`src/rtl/inst_mem_loader_if.sv`:
```
// Byte-stream input and instruction-memory write bundle for the program loader.
// The master drives start and the byte stream; the slave is the loader itself.
interface inst_mem_loader_if #(
  parameter int unsigned ADDR_WIDTH = 8
);
  logic                  start;
  logic                  in_valid;
  logic [7:0]            in_data;
  logic                  in_ready;
  logic                  mem_we;
  logic [ADDR_WIDTH-1:0] mem_addr;
  logic [31:0]           mem_wdata;
  logic                  core_rst;
  logic                  done;
  logic                  err;

  modport master (
    output start, in_valid, in_data,
    input  in_ready, mem_we, mem_addr, mem_wdata, core_rst, done, err
  );

  modport slave (
    input  start, in_valid, in_data,
    output in_ready, mem_we, mem_addr, mem_wdata, core_rst, done, err
  );
endinterface

```
`src/rtl/inst_mem_loader.sv`:
```
// Instruction-memory program loader: 4-byte little-endian word count, then payload
// bytes packed into 32-bit LE words; holds the core in reset until the last word lands.
module inst_mem_loader #(
  parameter int unsigned ADDR_WIDTH = 8
) (
  input logic              clk,
  input logic              rst,
  inst_mem_loader_if.slave bus
);
  localparam int unsigned IDX_W = ADDR_WIDTH + 1;
  localparam logic [31:0] DEPTH = 32'(1) << ADDR_WIDTH;

  typedef enum logic [2:0] {
    S_IDLE,
    S_LEN,
    S_LOAD,
    S_DONE,
    S_ERR
  } state_t;

  state_t                r_state;
  state_t                w_state_nxt;

  logic [1:0]            r_byte_cnt;
  logic [IDX_W-1:0]      r_word_idx;
  logic [IDX_W-1:0]      r_len;
  logic [23:0]           r_asm;

  logic                  r_in_ready;
  logic                  r_mem_we;
  logic [ADDR_WIDTH-1:0] r_mem_addr;
  logic [31:0]           r_mem_wdata;
  logic                  r_core_rst;
  logic                  r_done;
  logic                  r_err;

  logic                  w_in_ready_nxt;
  logic                  w_core_rst_nxt;
  logic                  w_done_nxt;
  logic                  w_err_nxt;

  logic                  w_accept;
  logic                  w_byte3;
  logic                  w_restart;
  logic                  w_last_word;
  logic [31:0]           w_full_word;
  logic [IDX_W-1:0]      w_len_m1;

  // r_in_ready mirrors "state is LEN or LOAD", so acceptance never depends on stale state
  assign w_accept    = bus.in_valid && r_in_ready;
  assign w_byte3     = (r_byte_cnt == 2'd3);
  assign w_restart   = bus.start &&
                       ((r_state == S_IDLE) || (r_state == S_DONE) || (r_state == S_ERR));
  assign w_full_word = {bus.in_data, r_asm};
  assign w_len_m1    = r_len - IDX_W'(1);
  assign w_last_word = (r_word_idx == w_len_m1);

  // Next-state and next registered-output decode
  always_comb begin
    w_state_nxt    = r_state;
    w_in_ready_nxt = 1'b0;
    w_core_rst_nxt = 1'b1;
    w_done_nxt     = 1'b0;
    w_err_nxt      = 1'b0;

    case (r_state)
      S_IDLE: begin
        if (bus.start) w_state_nxt = S_LEN;
      end
      S_LEN: begin
        if (w_accept && w_byte3) begin
          if (w_full_word == 32'd0)      w_state_nxt = S_DONE;
          else if (w_full_word > DEPTH)  w_state_nxt = S_ERR;
          else                           w_state_nxt = S_LOAD;
        end
      end
      S_LOAD: begin
        if (w_accept && w_byte3 && w_last_word) w_state_nxt = S_DONE;
      end
      S_DONE, S_ERR: begin
        if (bus.start) w_state_nxt = S_LEN;
      end
      default: w_state_nxt = S_IDLE;
    endcase

    w_in_ready_nxt = (w_state_nxt == S_LEN) || (w_state_nxt == S_LOAD);
    w_core_rst_nxt = (w_state_nxt != S_DONE);
    w_done_nxt     = (w_state_nxt == S_DONE);
    w_err_nxt      = (w_state_nxt == S_ERR);
  end

  // State and state-derived status registers
  always_ff @(posedge clk or posedge rst) begin
    if (rst) begin
      r_state    <= S_IDLE;
      r_in_ready <= 1'b0;
      r_core_rst <= 1'b1;
      r_done     <= 1'b0;
      r_err      <= 1'b0;
    end else begin
      r_state    <= w_state_nxt;
      r_in_ready <= w_in_ready_nxt;
      r_core_rst <= w_core_rst_nxt;
      r_done     <= w_done_nxt;
      r_err      <= w_err_nxt;
    end
  end

  // Byte assembly, length capture and the one-cycle memory write
  always_ff @(posedge clk or posedge rst) begin
    if (rst) begin
      r_byte_cnt  <= 2'd0;
      r_word_idx  <= '0;
      r_len       <= '0;
      r_asm       <= 24'd0;
      r_mem_we    <= 1'b0;
      r_mem_addr  <= '0;
      r_mem_wdata <= 32'd0;
    end else begin
      r_mem_we <= 1'b0;
      if (w_restart) begin
        r_byte_cnt <= 2'd0;
        r_word_idx <= '0;
        r_asm      <= 24'd0;
      end else if (w_accept) begin
        r_byte_cnt <= r_byte_cnt + 2'd1;
        case (r_byte_cnt)
          2'd0:    r_asm[7:0]   <= bus.in_data;
          2'd1:    r_asm[15:8]  <= bus.in_data;
          2'd2:    r_asm[23:16] <= bus.in_data;
          default: r_asm        <= 24'd0;
        endcase
        if (w_byte3) begin
          if (r_state == S_LEN) begin
            // Only consulted in LOAD, where the count is known to fit IDX_W bits
            r_len <= w_full_word[IDX_W-1:0];
          end else begin
            r_mem_we    <= 1'b1;
            r_mem_addr  <= r_word_idx[ADDR_WIDTH-1:0];
            r_mem_wdata <= w_full_word;
            r_word_idx  <= r_word_idx + IDX_W'(1);
          end
        end
      end
    end
  end

  assign bus.in_ready  = r_in_ready;
  assign bus.mem_we    = r_mem_we;
  assign bus.mem_addr  = r_mem_addr;
  assign bus.mem_wdata = r_mem_wdata;
  assign bus.core_rst  = r_core_rst;
  assign bus.done      = r_done;
  assign bus.err       = r_err;
endmodule

```
`src/flat_wrapper.sv`:
```
// flat-port wrapper written by rule: the top's interface ports become plain ports
module inst_mem_loader_flat 
#(
  parameter int unsigned ADDR_WIDTH = 8
)
  (clk, rst, bus_start, bus_in_valid, bus_in_data, bus_in_ready, bus_mem_we, bus_mem_addr, bus_mem_wdata, bus_core_rst, bus_done, bus_err);
  inst_mem_loader_if #(.ADDR_WIDTH(ADDR_WIDTH)) bus_i ();
  input logic clk;
  input logic rst;
  input wire logic [$bits(bus_i.start)-1:0] bus_start;
  input wire logic [$bits(bus_i.in_valid)-1:0] bus_in_valid;
  input wire logic [$bits(bus_i.in_data)-1:0] bus_in_data;
  output wire logic [$bits(bus_i.in_ready)-1:0] bus_in_ready;
  output wire logic [$bits(bus_i.mem_we)-1:0] bus_mem_we;
  output wire logic [$bits(bus_i.mem_addr)-1:0] bus_mem_addr;
  output wire logic [$bits(bus_i.mem_wdata)-1:0] bus_mem_wdata;
  output wire logic [$bits(bus_i.core_rst)-1:0] bus_core_rst;
  output wire logic [$bits(bus_i.done)-1:0] bus_done;
  output wire logic [$bits(bus_i.err)-1:0] bus_err;
  assign bus_i.start = bus_start;
  assign bus_i.in_valid = bus_in_valid;
  assign bus_i.in_data = bus_in_data;
  assign bus_in_ready = bus_i.in_ready;
  assign bus_mem_we = bus_i.mem_we;
  assign bus_mem_addr = bus_i.mem_addr;
  assign bus_mem_wdata = bus_i.mem_wdata;
  assign bus_core_rst = bus_i.core_rst;
  assign bus_done = bus_i.done;
  assign bus_err = bus_i.err;
  inst_mem_loader #(.ADDR_WIDTH(ADDR_WIDTH)) u_core (.clk(clk), .rst(rst), .bus(bus_i));
endmodule
```
`config.mk`:
```
export PLATFORM = sky130hd
export DESIGN_NAME = inst_mem_loader_flat
export DESIGN_NICKNAME = d
export VERILOG_FILES = /design/src/rtl/inst_mem_loader_if.sv /design/src/rtl/inst_mem_loader.sv /design/src/flat_wrapper.sv
export SDC_FILE = /design/constraint.sdc
export NUM_CORES = 1
export LEC_CHECK = 0
export ABC_AREA = 0
export CAP_MARGIN = 20
export CORE_ASPECT_RATIO = 0.7
export CORE_MARGIN = 4
export CORE_UTILIZATION = 55
export DETAILED_ROUTE_END_ITERATION = 12
export PLACE_DENSITY = 0.8
export SLEW_MARGIN = 20
export SYNTH_ARGS = -nofsm -noshare
export SYNTH_HDL_FRONTEND = slang
export SYNTH_SLANG_ARGS = --single-unit
```
`constraint.sdc`:
```
create_clock -name clk -period 5.7 [get_ports clk]
set_clock_uncertainty 0.1 [all_clocks]
set_input_delay 0.57 -clock clk [delete_from_list [all_inputs] [get_ports clk]]
set_output_delay 0.57 -clock clk [all_outputs]
set_load 0.05 [all_outputs]
```
==> results by group, run 1 <==
Synthesis
  • Syn avg cell area: ~11 µm²
  • Synthesized Nets: slightly below 400
  • Synth Warn #: 0
  • Share of the yosys chip area belonging to registers: 55.39%
  • Share of flip-flops with an asynchronous set or reset: between 90% and 100%
  • FF+latch count, synth: 92
  • Unique masters post-synth: between 40 and 50
  • Cells after Synth: 370
  • Synth Cell Area: roughly 4200 µm²
  • Portion of synthesized cell area occupied by the leading cell type: approximately 55%
  • Most frequent cell after synthesis: sky130_fd_sc_hd__dfrtp_1
  • Leading register cell type out of synthesis: sky130_fd_sc_hd__dfrtp_1
  • Most frequent cells after synthesis: sky130_fd_sc_hd__dfrtp_1, sky130_fd_sc_hd__nand2_1, sky130_fd_sc_hd__mux2_1, sky130_fd_sc_hd__a21oi_1, sky130_fd_sc_hd__nand3_1
  • Number of enable flip-flop cells after synthesis: 0
  • Cell type contributing the most total cell area after synthesis: sky130_fd_sc_hd__dfrtp_1
  • Dominant cells by area after synthesis: sky130_fd_sc_hd__dfrtp_1, sky130_fd_sc_hd__mux2_1, sky130_fd_sc_hd__nand2_1

Routing
  • Wirelength, routed: ~9000 µm
  • Number of nets with antenna violations after routing: 0
  • Initial detailed-routing violation count: around 190
  • Total via count after detailed routing: 3036
  • DRC violations left: 0
  • Routed length per placed instance: approximately 17 µm
  • Number of iterations in the first detailed-routing pass: 5
  • Average via count per standard cell: roughly 5.8

Place
  • Standard cell area after detailed placement: about 4800 µm²
  • HPWL after detailed placement: between 6000 and 7000 µm
  • Placement-stage worst setup slack: about 2.4 ns
  • Port buffer count: 56
  • Routability Congestion: about 0.86

Timing
  • Maximum achievable frequency: 0.3836 GHz
  • Tcrit/Tclk final: a little under half
  • Clock period minus final worst setup slack: around 2.6 ns
  • Count of endpoints failing hold in the final timing report: 0
  • Hold Slack: 0.3937 ns
  • Setup TNS after final layout: 0 ns
  • Actual transition at the worst max-transition pin: between 0.9 and 1 ns
  • Number of slew-limit violations in the final report: 0
  • Unrepaired setup endpoints after global routing: false
  • Count of final setup violators: 0
  • Rel. slew slack: between 30% and 40%
  • Final critical-path setup slack: a little over 3 ns

Floorplanning
  • Floorplan die width: around 110 µm
  • IO Pins: 57
  • Floorplan die area: about 9000 µm²
  • Core Box Area: ~7300 µm²
  • Die height: about 80 µm
  • # rows: 26
  • Starting density of the core: between 50% and 60%

Pwr
  • Standby leakage power: between 2 and 2.5 nW
  • Max rail drop VDD: ~0.41 mV
  • Pwr Total: 2.614 mW
  • Pwr/cell area: 524.7 nW/µm²

Outcome
  • Outcome: finished, final reports clean

Clock network
  • Clock Root Buffer: sky130_fd_sc_hd__clkbuf_8
  • Clock sink count: between 90 and 100
  • Number of buffers added to fix hold violations after cts: 0
  • Buffers from clock root to sink, at most: 2
  • Clock transition at the register clock pins on the worst setup and hold paths after CTS: ~0.09 ns
  • Total clock buffers created by CTS: 9
  • Worst-Skew Late Latency: between 0.3 and 0.4 ns
  • Post-cts resize count: 0
  • Number of H-tree branching levels: 3
  • TritonCTS clock tree: yes
  • Number of buffers added for setup after CTS: 0

Global routing
  • GRT Residual Overflow: 0
  • Initial antenna violation count: 0
  • Overall routing resource usage: 21.11%
  • Wire length of the first global-routing pass: between 10000 and 15000 µm
  • Number of global-route vias before repair: 3026
  • Largest net degree at the start of global routing: 50

Layout
  • Layout net count: 437
  • Synth-to-layout area growth: 19.80%
  • Final cell area excluding filler cells: about 5000 µm²
  • Diodes inserted: 0
  • Share of cells above drive strength 1: around 9%

Critical path
  • Delay-heaviest family, CP: buffers and inverters
  • Capturing element type of the critical path: register
  • CP Data Arrival Time: ~2.8 ns
  • Buffer and inverter count on the worst path: 3
  • Highest net fanout along the worst path: 42
  • Largest stage delay on the critical path: roughly 0.59 ns
  • Ordered list of cells on the worst path: clkdlybuf4s50_1 -> inv_1 -> a211oi_4 -> buf_4 -> nand2b_4 -> mux2_2
  • Kind of start point of the critical path: primary input
  • Number of stages on the worst setup path: 6
  • Depth of the most critical reg-to-reg path: 5
  • Critical Setup Path Class: primary input to register
  • Slowest CP cell: sky130_fd_sc_hd__nand2b_4
  • Required time of the worst setup path: slightly below 6 ns

Hold path
  • Worst hold path type: register to register
  • WHS Path Cells: 1

Job
  • Number of maximum-capacitance constraint violations: 0
## report_power, final
part | total [mW] | switching, mW | internal, mW
Sequential | 1.01 | 0.173 | 0.834
Combinational | 1.17 | 0.729 | 0.441
Clock | 0.437 | 0.233 | 0.204
Total | 2.61 | 1.13 | 1.48
## per-stage QoR
step           util [%]  std cells
2_1_floorplan         -        370
3_3_place_gp      65.28        506
3_5_place_dp      65.28        506
4_1_cts           68.00        522
5_1_grt           68.07        522
6_report          68.07        522
## placed cells by master, fill, tap and decap left out, types with 2 or more instances in the layout
cell,Yosys,layout
sky130_fd_sc_hd__a21oi_1,29,29
sky130_fd_sc_hd__a22oi_1,2,2
sky130_fd_sc_hd__buf_4,0,2
sky130_fd_sc_hd__clkbuf_8,0,9
sky130_fd_sc_hd__clkdlybuf4s50_1,0,56
sky130_fd_sc_hd__clkinv_2,0,2
sky130_fd_sc_hd__clkinvlp_4,0,3
sky130_fd_sc_hd__dfrtp_1,91,91
sky130_fd_sc_hd__ha_1,6,6
sky130_fd_sc_hd__inv_1,10,9
sky130_fd_sc_hd__mux2_1,37,37
sky130_fd_sc_hd__mux2_2,11,11
sky130_fd_sc_hd__nand2_1,39,39
sky130_fd_sc_hd__nand2b_1,4,3
sky130_fd_sc_hd__nand3_1,26,26
sky130_fd_sc_hd__nand4_1,4,4
sky130_fd_sc_hd__nor2_1,21,21
sky130_fd_sc_hd__nor2b_1,2,2
sky130_fd_sc_hd__nor3_1,3,3
sky130_fd_sc_hd__nor4_1,13,13
sky130_fd_sc_hd__o21ai_0,3,3
sky130_fd_sc_hd__o21ai_1,2,2
sky130_fd_sc_hd__or3_1,5,5
sky130_fd_sc_hd__xnor2_1,8,8
sky130_fd_sc_hd__xor2_1,11,11
## path summary, 6_finish.rpt
check / to / startpoint / slack [ns]
min in group asynchronous: u_core.r_word_idx[1] / rst / 0.52
max: u_core.bus.mem_wdata[14] / bus_start / 3.09
min: u_core.bus.mem_addr[6] / u_core.bus.mem_addr[6] / 0.39
min reg2reg: u_core.bus.mem_addr[6] / u_core.bus.mem_addr[6] / 0.39
max reg2reg: u_core.bus.mem_wdata[14] / u_core.r_state[2] / 3.15
max in group asynchronous: u_core.bus.mem_wdata[3] / rst / 3.94
## area by class of cell
cell class,count,area (µm²)
sequential,92,2303
tap,98,122.6
clock buffer,9,123.9
timing repair buffer,58,575.6
fill,547,2337
inverter,10,38.79
multi-input combinational,248,1743
clock inverter,7,75.07
## state kept, by name, summed over array words and instances (netlist names)
signal and count:
u_core.bus.mem_wdata 32, u_core.r_asm 24, u_core.r_len 9, u_core.r_word_idx 9
u_core.bus.mem_addr 8, u_core.r_state 3, u_core.r_byte_cnt 2, u_core.bus.core_rst 1
u_core.bus.done 1, u_core.bus.err 1, u_core.bus.in_ready 1, u_core.bus.mem_we 1
## routing by layer
layer	vias to the layer above	track usage [%]	routed length (µm)
met5	-	0	0
met4	0	7.323	133
met3	15	7.074	753
met2	131	31.28	3957
met1	1488	29.50	4112
li1	1402	-	-
## kinds of logic after synthesis
group / share of synthesized area (%)
adder cells (fa/ha/maj): 1.805
AND/OR/NAND/NOR: 14.44
buffers and inverters: 3.189
flip-flops: 55.39
multiplexers: 13.00
AO/OA/AOI/OAI: 7.792
XOR/XNOR: 4.392
(Power assumes the default switching activity.)
==> run 2: changes to the inputs <==
==> constraint.sdc (replaced) <==
create_clock -name clk -period 2.45 [get_ports clk]
set_clock_uncertainty 0.1 [all_clocks]
set_input_delay 0.245 -clock clk [delete_from_list [all_inputs] [get_ports clk]]
set_output_delay 0.245 -clock clk [all_outputs]
set_load 0.05 [all_outputs]
==> run 2 against run 1 <==
Worst setup slack got worse by 3.0 ns. Non-clock buffer count rose by 18. Combinational power rose by 150%. Flip-flop and latch count did not move. Clock power rose by 110%. Critical path type is now register to register. Critical endpoint is now u_core.bus.in_ready. Largest cell class unchanged. Highest routed layer unchanged.
==> results by group, run 2 (synthesized netlist as in run 1, its figures left out) <==
Timing
  • Final critical-path setup slack: around 0.090 ns
  • Number of slew-limit violations in the final report: 0
  • Tcrit/Tclk final: about 96%
  • Maximum achievable frequency: 0.4238 GHz
  • Count of final setup violators: 0
  • Setup TNS after final layout: 0 ns
  • Unrepaired setup endpoints after global routing: false
  • Count of endpoints failing hold in the final timing report: 0
  • Actual transition at the worst max-transition pin: 0.6050 ns
  • Rel. slew slack: about three fifths
  • Clock period minus final worst setup slack: about 2.4 ns

Layout
  • Number of inserted filler cells in the final layout: 525
  • Diodes inserted: 0
  • Most common cell after layout, fill and taps aside: sky130_fd_sc_hd__dfrtp_1
  • Combined area of the multi-input logic cells: 1747 µm²
  • Most used cells in the layout excluding fill and tap cells: sky130_fd_sc_hd__dfrtp_1, sky130_fd_sc_hd__clkdlybuf4s50_1, sky130_fd_sc_hd__nand2_1
  • Area taken by flip-flops and latches: 2305 µm²
  • Synth-to-layout area growth: 23.53%
  • Final cell area excluding filler cells: around 5100 µm²
  • Core occupancy in the finished layout: ~70%
  • Share of cells above drive strength 1: a little over an eighth
  • Max reg flops: 32
  • Layout net count: 455

Clock network
  • Number of H-tree branching levels: 3
  • Clock sink count: ~90
  • Clock transition at the register clock pins on the worst setup and hold paths after CTS: ~0.090 ns
  • Clock Root Buffer: sky130_fd_sc_hd__clkbuf_8
  • Total clock buffers created by CTS: 9
  • Worst-Skew Late Latency: 0.37 ns
  • TritonCTS clock tree: yes
  • Number of buffers added to fix hold violations after cts: 0
  • Buffers from clock root to sink, at most: 2

Critical path
  • CP Data Arrival Time: 2.55 ns
  • Capturing element type of the critical path: register
  • Kind of start point of the critical path: register
  • Critical Setup Path Class: register to register
  • Highest net fanout along the worst path: 6
  • Required time of the worst setup path: 2.64 ns

Floorplanning
  • Core Box Area: between 7000 and 8000 µm²
  • IO Pins: 57
  • Starting density of the core: 56.82%
  • Floorplan die area: 9039 µm²
  • # rows: 26
  • Floorplan die width: between 100 and 150 µm
  • Die height: between 80 and 90 µm

Global routing
  • Number of global-route vias before repair: roughly 3.1k
  • Overall routing resource usage: 22.43%
  • GRT Residual Overflow: 0
  • Wire length of the first global-routing pass: between 15000 and 20000 µm
  • Largest net degree at the start of global routing: 35
  • Initial antenna violation count: 0

Routing
  • Total via count after detailed routing: 3078
  • Initial detailed-routing violation count: around 180
  • Number of nets with antenna violations after routing: 0
  • Routed wl met3: between 800 and 900 µm
  • DRC violations left: 0
  • Wirelength, routed: approximately 9400 µm
  • Uppermost signal routing layer after detailed routing: met4
  • Total length of routed met2 wires: 4073 µm
  • Number of iterations in the first detailed-routing pass: 5
  • Routed length per placed instance: 17.49 µm
  • Average via count per standard cell: ~5.7
  • Met1 wire length: between 4000 and 5000 µm

Place
  • Standard cell area after detailed placement: between 4000 and 5000 µm²
  • Port buffer count: 56
  • Routability Congestion: 0.9101
  • HPWL after detailed placement: 6888 µm
  • Placement-stage worst setup slack: approximately 0.040 ns

Pwr
  • Standby leakage power: between 2 and 2.5 nW
  • Pwr/cell area: ~1200 nW/µm²
  • Max rail drop VDD: around 0.93 mV
  • Pwr Total: 6.141 mW

Hold path
  • Worst hold path type: primary input to asynchronous set/reset pin

Outcome
  • Outcome: finished, final reports clean

Job
  • Number of maximum-capacitance constraint violations: 0
==> run 2: final cells by class <==
class                           count  share of cell area, %
Timing Repair Buffer               76                  14.56
Clock buffer                        9                  2.411
Multi-Input combinational cell    248                  34.00
Inverter                           10                 0.8037
Tap cell                           98                  2.387
Sequential cell                    92                  44.86
Clock inverter                      7                 0.9742
==> run 2: timing repair <==
item / 4_1_cts / 5_1_grt
resized for setup: 0 / 4
setup endpoints to repair: 0 / 4
buffers inserted: 0 / 3
==> run 2: path summary, 6_finish.rpt <==
check | from | end | slack (ns) | cells after the start
hold reg to reg | u_core.bus.mem_wdata[0] | u_core.bus.mem_wdata[0] | 0.39 | 1
setup reg to reg | u_core.r_len[2] | u_core.bus.in_ready | 0.09 | 6
setup / recovery | u_core.r_len[2] | u_core.bus.in_ready | 0.09 | 6
max in group asynchronous | rst | u_core.bus.core_rst | 1.44 | 3
hold / removal | rst | u_core.bus.mem_wdata[16] | 0.19 | 2
min in group clk | u_core.bus.mem_wdata[0] | u_core.bus.mem_wdata[0] | 0.39 | 1
==> run 2: per-stage QoR <==
| stage | hold slack (ns) | cells |
|---|---|---|
| 3_5_place_dp | 0.3799 | 521 |
| 6_report | 0.1919 | 540 |
| 2_1_floorplan | 0.2767 | 370 |
| 5_1_grt | 0.2190 | 540 |
| 4_1_cts | 0.1959 | 537 |
| 3_3_place_gp | 0.3732 | 521 |
==> run 2: report_power, final <==
group / internal, mW / total (mW) / switching, mW
Sequential: 1.94 / 2.32 / 0.382
Combinational: 1.12 / 2.90 / 1.78
Clock: 0.371 / 0.919 / 0.548
Total: 3.43 / 6.14 / 2.71
==> run 2: worst max-delay path: stages (launching register included) <==
cell	delay, ns
sky130_fd_sc_hd__dfrtp_1	0.46
sky130_fd_sc_hd__or4_4	0.60
sky130_fd_sc_hd__nor2_1	0.10
sky130_fd_sc_hd__o31ai_1	0.08
sky130_fd_sc_hd__o221a_2	0.32
sky130_fd_sc_hd__o41ai_4	0.45
sky130_fd_sc_hd__xor2_1	0.18
==> run 2: layer usage <==
layer | up-vias | global-route usage [%]
met5 | - | 0
met4 | 0 | 6.363
met3 | 15 | 8.637
met2 | 114 | 33.31
met1 | 1517 | 31.15
li1 | 1432 | -
==> run 3: changes to the inputs <==
--- a/config.mk
+++ b/config.mk
@@ -10,6 +10,7 @@
 export CORE_ASPECT_RATIO = 0.7
 export CORE_MARGIN = 4
 export CORE_UTILIZATION = 55
+export CTS_BUF_LIST = sky130_fd_sc_hd__clkbuf_2
 export DETAILED_ROUTE_END_ITERATION = 12
 export PLACE_DENSITY = 0.8
 export SLEW_MARGIN = 20
==> constraint.sdc (replaced) <==
create_clock -name clk -period 2.6 [get_ports clk]
set_clock_uncertainty 0.1 [all_clocks]
set_input_delay 0.26 -clock clk [delete_from_list [all_inputs] [get_ports clk]]
set_output_delay 0.26 -clock clk [all_outputs]
set_load 0.05 [all_outputs]
==> run 3 against run 2 <==
Worst setup slack improved by 0.023 ns. Design area decreased by 1.9%. Critical path depth unchanged. Global-route usage increased by 0.069 points. Register-to-register slack improved by 0.02 ns. Core utilization decreased by 1.3 points. Via count increased by 0.94%. Largest power group unchanged. Highest routed layer unchanged.
==> results by group, run 3 (synthesized netlist as in run 1, its figures left out) <==
Routing
  • DRC violations left: 0
  • Total via count after detailed routing: ~3.1k
  • Initial detailed-routing violation count: 202
  • Routed length per placed instance: ~18 µm
  • Average via count per standard cell: 5.851
  • Number of iterations in the first detailed-routing pass: 5
  • Wirelength, routed: ~9500 µm
  • Number of nets with antenna violations after routing: 0

Clock network
  • Worst-Skew Late Latency: approximately 0.56 ns
  • Buffers from clock root to sink, at most: 2
  • TritonCTS clock tree: yes
  • Total clock buffers created by CTS: 9
  • Number of H-tree branching levels: 3
  • Number of buffers added for setup after CTS: 0
  • Clock transition at the register clock pins on the worst setup and hold paths after CTS: ~0.26 ns
  • Clock Root Buffer: sky130_fd_sc_hd__clkbuf_2
  • Clock sink count: 92
  • Number of buffers added to fix hold violations after cts: 0
  • Post-cts resize count: 0

Critical path
  • R2R Path Start: u_core.r_len[3]
  • Required time of the worst setup path: ~3.0 ns
  • Capturing element type of the critical path: register
  • Worst R2R End: u_core.bus.done
  • Delay-heaviest family, CP: simple AND/OR/NAND/NOR gates
  • Slowest CP cell: sky130_fd_sc_hd__or4_4
  • Depth of the most critical reg-to-reg path: 6
  • Buffer and inverter count on the worst path: 0
  • Ordered list of cells on the worst path: or4_4 -> nor4_1 -> o211ai_1 -> o221a_2 -> o41ai_4 -> and2_1
  • Kind of start point of the critical path: register
  • Largest stage delay on the critical path: between 0.5 and 0.6 ns
  • Highest net fanout along the worst path: 8
  • CP Data Arrival Time: 2.90 ns
  • Reg2reg setup slack: ~0.11 ns
  • Critical Setup Path Class: register to register

Timing
  • Maximum achievable frequency: 0.4022 GHz
  • Count of final setup violators: 0
  • Actual transition at the worst max-transition pin: between 0.5 and 0.6 ns
  • Count of endpoints failing hold in the final timing report: 0
  • Final critical-path setup slack: 0.1134 ns
  • Rel. slew slack: between 60 and 70%
  • Unrepaired setup endpoints after global routing: false
  • Hold Slack: slightly below 0.06 ns
  • Number of slew-limit violations in the final report: 0
  • Clock period minus final worst setup slack: 2.487 ns
  • Tcrit/Tclk final: between 90% and 100%
  • Setup TNS after final layout: 0 ns

Floorplanning
  • Starting density of the core: a little under three fifths
  • Floorplan die width: 111.9 µm
  • # rows: 26
  • IO Pins: between 50 and 60
  • Die height: between 80 and 90 µm
  • Core Box Area: between 7000 and 8000 µm²
  • Floorplan die area: around 9000 µm²

Layout
  • Share of cells above drive strength 1: between 10% and 20%
  • Final Instance Count excl. Fillers: around 530
  • Diodes inserted: 0
  • Synth-to-layout area growth: 21.21%
  • Core occupancy in the finished layout: just under 70%
  • Most used cells in the layout excluding fill and tap cells: sky130_fd_sc_hd__dfrtp_1, sky130_fd_sc_hd__clkdlybuf4s50_1, sky130_fd_sc_hd__nand2_1
  • Layout net count: between 400 and 500
  • Most common cell after layout, fill and taps aside: sky130_fd_sc_hd__dfrtp_1
  • Max reg flops: 32

Pwr
  • Pwr/cell area: between 1000 and 1500 nW/µm²
  • Relative contribution of sequential cells to total power: between 30% and 40%
  • Combinational cell fraction of total power: 45.9%
  • Part of the power in the clock network: roughly 16%
  • Cell internal pwr: approximately 3.2 mW
  • Switching power as a share of total power: between 40% and 50%
  • Net switching power of the design: between 2 and 3 mW
  • Max rail drop VDD: 0.8471 mV
  • Standby leakage power: ~2.3 nW

Global routing
  • Number of global-route vias before repair: around 3.2k
  • Overall routing resource usage: a little under a quarter
  • Wire length of the first global-routing pass: between 15000 and 20000 µm
  • GRT Residual Overflow: 0
  • Initial antenna violation count: 0
  • Largest net degree at the start of global routing: 93

Job
  • Number of maximum-capacitance constraint violations: 0

Place
  • Port buffer count: 56
  • Routability Congestion: ~0.86
  • Post-Place Cells: 515
  • Placement-stage worst setup slack: 0.1962 ns
  • HPWL after detailed placement: approximately 6700 µm

Outcome
  • Outcome: finished, final reports clean

Hold path
  • Worst hold path type: primary input to asynchronous set/reset pin
run 3: changes by cell type in the layout (fill, tap and decap cells not counted), sizes merged:
cell,delta
buf,-9
bufinv,+3
clkinv,-1
clkinvlp,-1
inv,-1
run 3: worst register-to-register path, cell delays in order, from the launching register on:
cell and delay, ns:
sky130_fd_sc_hd__dfrtp_1 0.53, sky130_fd_sc_hd__or4_4 0.59, sky130_fd_sc_hd__nor4_1 0.23, sky130_fd_sc_hd__o211ai_1 0.16
sky130_fd_sc_hd__o221a_2 0.19, sky130_fd_sc_hd__o41ai_4 0.46, sky130_fd_sc_hd__and2_1 0.19
run 3: power by group through the flow:
stage          sequential [mW]  combinational, mW  clock [mW]
6_report                  2.21               2.65       0.913
5_1_grt                   2.26               2.85       0.996
4_1_cts                   2.20               2.64       0.935
3_5_place_dp              2.23               2.61           0
3_3_place_gp              2.20               2.52           0
2_1_floorplan             2.73               1.28           0
run 3: worst max path at each step:
stage          slack (ns)                  end  depth (start not counted)            start
2_1_floorplan        0.40  u_core.bus.in_ready                          7  u_core.r_len[0]
3_3_place_gp         0.30  u_core.bus.in_ready                          7  u_core.r_len[0]
3_5_place_dp         0.20  u_core.bus.in_ready                          7  u_core.r_len[0]
4_1_cts              0.13      u_core.bus.done                          6  u_core.r_len[3]
5_1_grt              0.04  u_core.bus.in_ready                          6  u_core.r_len[3]
6_report             0.11      u_core.bus.done                          6  u_core.r_len[3]
run 3: area by class of cell:
type	count	area (µm²)
fillers	569	2278
clock buffers	9	45.04
well taps	98	122.6
clock inverters	7	122.6
repair buffers	67	668.1
multi-input cells	248	1738
inverters	10	41.29
flip-flops and latches	92	2303
run 3: metrics by stage:
step | power, mW | area [µm²]
global route | 6.112 | 5041
detailed placement | 4.847 | 4873
CTS | 5.775 | 5041
global placement | 4.721 | 4873
floorplan | 4.005 | 4163
finish | 5.773 | 5041
run 3: layer usage:
layer  wire [µm]  part of all wire, %  vias up  global-route usage [%]
met5           0                    0        -                       0
li1            -                    -     1421                       -
met2        4271                   45      136                   33.85
met4         100                  1.0        0                   7.563
met3         947                  9.9       11                   7.148
met1        4204                   44     1539                   31.38
